[config.mk]
export PLATFORM = sky130hd
export DESIGN_NAME = hazard_control
export DESIGN_NICKNAME = d
export VERILOG_FILES = /design/src/rtl/hazard_control.sv
export SDC_FILE = /design/constraint.sdc
export NUM_CORES = 1
export LEC_CHECK = 0
export CORE_ASPECT_RATIO = 1.5
export CORE_MARGIN = 5
export CORE_UTILIZATION = 30
export DETAILED_ROUTE_END_ITERATION = 10
export GPL_ROUTABILITY_DRIVEN = 0
export SKIP_CTS_REPAIR_TIMING = 1
export SLEW_MARGIN = 20
export SYNTH_ARGS = -nofsm -noshare
export SYNTH_HDL_FRONTEND = slang
export SYNTH_SLANG_ARGS = --single-unit
export TNS_END_PERCENT = 20
[constraint.sdc]
create_clock -name clk -period 1.5 [get_ports clk]
set_input_delay 0.3 -clock clk [delete_from_list [all_inputs] [get_ports clk]]
set_output_delay 0.3 -clock clk [all_outputs]
set_load 0.1 [all_outputs]
[src/rtl/hazard_control.sv]
`default_nettype none
// +----------------------------------------------------------------------------+
// | Module      : hazard_control                                               |
// | Description : Pipeline stall/flush controller for load-use hazards, taken  |
// |               branches, data-memory waits and halt drain.                  |
// |               Optional macro HAZARD_STATS_EN adds stall/flush counters.    |
// | Revision    : 1.0 - initial release                                        |
// +----------------------------------------------------------------------------+
module hazard_control #(
   parameter int MEM_TIMEOUT = 15
) (
   input  logic        clk,
   input  logic        rst,
   input  logic        mem_read_dx,
   input  logic [3:0]  rd_dx,
   input  logic [3:0]  rs_fd,
   input  logic [3:0]  rt_fd,
   input  logic        uses_rt_fd,
   input  logic        branch_taken_d,
   input  logic        mem_req_xm,
   input  logic        mem_ready,
   input  logic        hlt_mw,
   output logic        en_pc,
   output logic        en_fd,
   output logic        en_dx,
   output logic        en_xm,
   output logic        en_mw,
   output logic        flush_fd,
   output logic        flush_dx,
`ifdef HAZARD_STATS_EN
   output logic [15:0] stall_cnt,
   output logic [15:0] flush_cnt,
`endif
   output logic        halted,
   output logic        mem_err
);

   localparam logic [1:0] c_run      = 2'd0;
   localparam logic [1:0] c_mem_wait = 2'd1;
   localparam logic [1:0] c_halted   = 2'd2;
   localparam logic [7:0] c_timeout  = 8'(MEM_TIMEOUT);

   logic [1:0] r_state, w_next_state;
   logic [7:0] r_wait_cnt, w_next_wait_cnt;
   logic       r_mem_err, w_next_mem_err;
   logic       w_load_use, w_mem_stall;
   logic       w_en_pc, w_en_fd, w_en_dx, w_en_xm, w_en_mw, w_flush_fd, w_flush_dx;

   // R0 is hardwired zero, so a load targeting it can never create a hazard.
   assign w_load_use  = mem_read_dx && (rd_dx != 4'd0) &&
                        ((rd_dx == rs_fd) || (uses_rt_fd && (rd_dx == rt_fd)));
   assign w_mem_stall = mem_req_xm && !mem_ready;

   always_comb begin
      w_next_state    = r_state;
      w_next_wait_cnt = r_wait_cnt;
      w_next_mem_err  = r_mem_err;
      w_en_pc    = 1'b0;
      w_en_fd    = 1'b0;
      w_en_dx    = 1'b0;
      w_en_xm    = 1'b0;
      w_en_mw    = 1'b0;
      w_flush_fd = 1'b0;
      w_flush_dx = 1'b0;
      if (r_state != c_halted) begin
         if (hlt_mw) begin
            w_next_state = c_halted;
         end else if (w_mem_stall) begin
            if (r_state == c_run) begin
               w_next_state    = c_mem_wait;
               w_next_wait_cnt = 8'd1;
            end else if (r_wait_cnt == c_timeout) begin
               w_next_mem_err = 1'b1;
               w_next_state   = c_halted;
            end else begin
               w_next_wait_cnt = r_wait_cnt + 8'd1;
            end
         end else begin
            // Leaving a wait applies the normal hazard rules in the same cycle.
            w_next_state    = c_run;
            w_next_wait_cnt = 8'd0;
            w_en_dx = 1'b1;
            w_en_xm = 1'b1;
            w_en_mw = 1'b1;
            if (w_load_use) begin
               w_flush_dx = 1'b1;
            end else begin
               w_en_pc    = 1'b1;
               w_en_fd    = 1'b1;
               w_flush_fd = branch_taken_d;
            end
         end
      end
   end

   always_ff @(posedge clk or negedge rst) begin
      if (!rst) begin
         r_state    <= c_run;
         r_wait_cnt <= 8'd0;
         r_mem_err  <= 1'b0;
      end else begin
         r_state    <= w_next_state;
         r_wait_cnt <= w_next_wait_cnt;
         r_mem_err  <= w_next_mem_err;
      end
   end

   assign en_pc    = rst & w_en_pc;
   assign en_fd    = rst & w_en_fd;
   assign en_dx    = rst & w_en_dx;
   assign en_xm    = rst & w_en_xm;
   assign en_mw    = rst & w_en_mw;
   assign flush_fd = rst & w_flush_fd;
   assign flush_dx = rst & w_flush_dx;
   assign halted   = (r_state == c_halted);
   assign mem_err  = r_mem_err;

`ifdef HAZARD_STATS_EN
   logic [15:0] r_stall_cnt, r_flush_cnt;

   always_ff @(posedge clk or negedge rst) begin
      if (!rst) begin
         r_stall_cnt <= 16'd0;
         r_flush_cnt <= 16'd0;
      end else begin
         if ((r_state != c_halted) && !w_en_pc && (r_stall_cnt != 16'hFFFF))
            r_stall_cnt <= r_stall_cnt + 16'd1;
         if ((w_flush_fd || w_flush_dx) && (r_flush_cnt != 16'hFFFF))
            r_flush_cnt <= r_flush_cnt + 16'd1;
      end
   end

   assign stall_cnt = r_stall_cnt;
   assign flush_cnt = r_flush_cnt;
`endif

endmodule
`default_nettype wire
==> impl_metrics.ini <==
[sta]
setup_slack_ps = -296
skew_ps = 6.03
hold_viol_final = 0
rsz0062_at_grt = yes
maxSlewHeadroom_pct = 78.5
setup_viol = 14
fin_crit_ps = 1800
worstMarginPinSlew_ps = 320
tns_ps = -2000
maxSlewViolCount = 0
finalCritPeriodShare_pct = 120
max_freq_mhz = 557

[clock_network]
clk_latency_ps = 270
cts_root_buf = clkbuf_4
htree_num_levels = 1
cts_tree = done
path_clk_slew_ps = 80
clk_path_buf_depth = 2
clkSinkCount = 11
cts_inserted_buffers = 3

[global_route]
grt_usage_pct = 14.0
antenna_found_initial = 0
grt_pass1_wl_um = 3970
grt-ovfl-total = 0
grt_pass1_vias = 930
grt_max_degree = 11

[drt]
drcViolationCount = 0
ant_nets = 0
drtIter0Drc = 12
num_vias = 898
drt-wirelength-per-cell_um = 15.1
drtPass1Iterations = 4
vias_per_cell = 5.58
routed_wl_um = 2440

[worst_setup_path]
critPathMaxFanout = 3
crit_required_ps = 1200
critPathLaunchType = flop
timing.rr.start = r_state[1]
ff2ff_setup_slack_ps = -140
reg2reg_depth = 5
criticalPathCategory = flop to primary output
critPathCaptureType = primary output
worstPathArrival_ps = 1500
r2r_end = r_wait_cnt[7]

[place]
dpl.hpwl_um = 1970
io_buffers = 28

[synthesis]
async_reset_ff_share_pct = 100
syn-num-nets = 107
synth_edf_count = 0
synth.largest_area_cell = dfrtp_1
ys_types = 36
synth-seq-area-share_pct = 36.1
ys.flop_type = dfrtp_1
yosysWarnings = 0
synth-xor-area-share_pct = 9.20
ys_ff_latch = 11
synth_area_leaders = dfrtp_1 (36%), xnor2_1 (5.7%), a21oi_1 (3.9%)
avgSynthCellArea_um2 = 8.86
yosys.area.top_type_share_pct = 36.1
syn_area_um2 = 762
syn_inst = 86
synth_top_family_by_area = simple AND/OR/NAND/NOR gates
synth_fa_ha_area_share_pct = 1.64
synth-compound-area-share_pct = 22.5
yosys.area_share.simple_pct = 25.1
synthMuxAreaShare_pct = 0

[cells_and_area]
nFillCells = 235
finalNetCount = 159
drive_gt1_share_pct = 38.7
n_antenna_cell = 0
syn2layout_area_growth_pct = 88.0

[power]
p_leak_nw = 0.704
cellPowerDensity_mw_per_mm2 = 490
finalPower_w = 0.000702
ir_drop_uv = 312

[floorplan]
die_area_mm2 = 0.00367
start_util_pct = 31.1
die_x_um = 51.2
coreArea_mm2 = 0.00245
die_h_um = 71.7
io_pins = 29
rows = 22

[hold_path]
hp-class = input pin to async pin

[run]
drv_cap = 0

[status]
status = finished, violations left
violations = negative setup slack
==> through the flow <==
stage                     instance area (um^2)  cells  utilization (%)  worst slack [ps]  hold WS, ps
final                                     1430    161             58.5              -296          443
after global routing                      1430    161             58.5              -340          464
after CTS                                 1380    158             56.2              -607          452
after detailed placement                  1350    154             55.2              -601          531
after global placement                    1350    154             55.2              -595          521
after floorplan                            848     86                -              -860         4.41
==> synth_stat cells (2+ instances only) <==
cell	instances
nand4_1	4
or3_1	2
nor2_1	4
buf_4	3
nand3_1	5
a211oi_1	2
o21ai_0	4
clkbuf_1	2
inv_1	3
o41ai_1	2
nand2_1	5
a311oi_1	2
dfrtp_1	11
xor2_1	3
xnor2_1	5
a21oi_1	6
nor3_1	3
a21o_1	2
==> where the power goes <==
part           switching, W  internal, W  total, W
Combinational     0.0000785    0.0000957  0.000174
Sequential        0.0000124     0.000308  0.000321
Clock              0.000104     0.000103  0.000207
==> layout make-up <==
type	instances	area, um^2	area share [%]
sequential	11	277	19.3
timing repair buffer	52	566	39.5
multi-input combinational	67	519	36.2
tap	24	30.0	2.10
clock buffer	4	26.3	1.83
inverter	3	15.0	1.05
==> flip-flops by register name, indices dropped and copies added, names as in the netlist <==
| name | flops |
|---|---|
| r_wait_cnt | 8 |
| mem_err | 1 |
| r_state | 2 |
==> layer usage <==
layer,vias up,routed length [um],global-route usage (%)
met2,35,1380,28.3
met3,7,144,2.91
met5,-,0,0
met1,428,869,13.0
li1,428,-,-
met4,0,47,5.39
==> critical path, stage by stage, from the launching register on <==
cell and delay, ps:
dfrtp_1 380, nor2b_4 140, nor2_4 140, nand3_4 110, and3b_2 280, buf_12 170
==> layout by cell type (no fill, tap or decap), types with 2 or more instances in the layout <==
cell / instances
inv_1: 2
buf_12: 9
buf_4: 24
a211oi_1: 2
nor2_1: 3
nor3_1: 3
a21oi_4: 2
clkbuf_4: 3
or3_1: 2
nand2_1: 5
nand3_1: 4
nand4_1: 4
xnor2_1: 4
clkbuf_2: 2
a311oi_1: 2
a21oi_1: 4
dfrtp_1: 10
clkdlybuf4s50_1: 4
a21o_1: 2
xor2_1: 3
dlymetal6s2s_1: 12
o21ai_0: 4
==> worst max-delay path by stage <==
stage,startpoint,end
detailed placement,rd_dx[0],en_pc
CTS,rd_dx[0],en_pc
global route,r_state[1],flush_dx
finish,r_state[1],flush_dx
floorplan,r_state[0],en_mw
global placement,rd_dx[0],en_fd
==> kinds of logic after synthesis <==
logic type,after synthesis
fa+ha+maj,1
compound gates,25
simple gates,33
flops,11
xor+xnor,8
buf+inv,8
(Power assumes the default switching activity.)
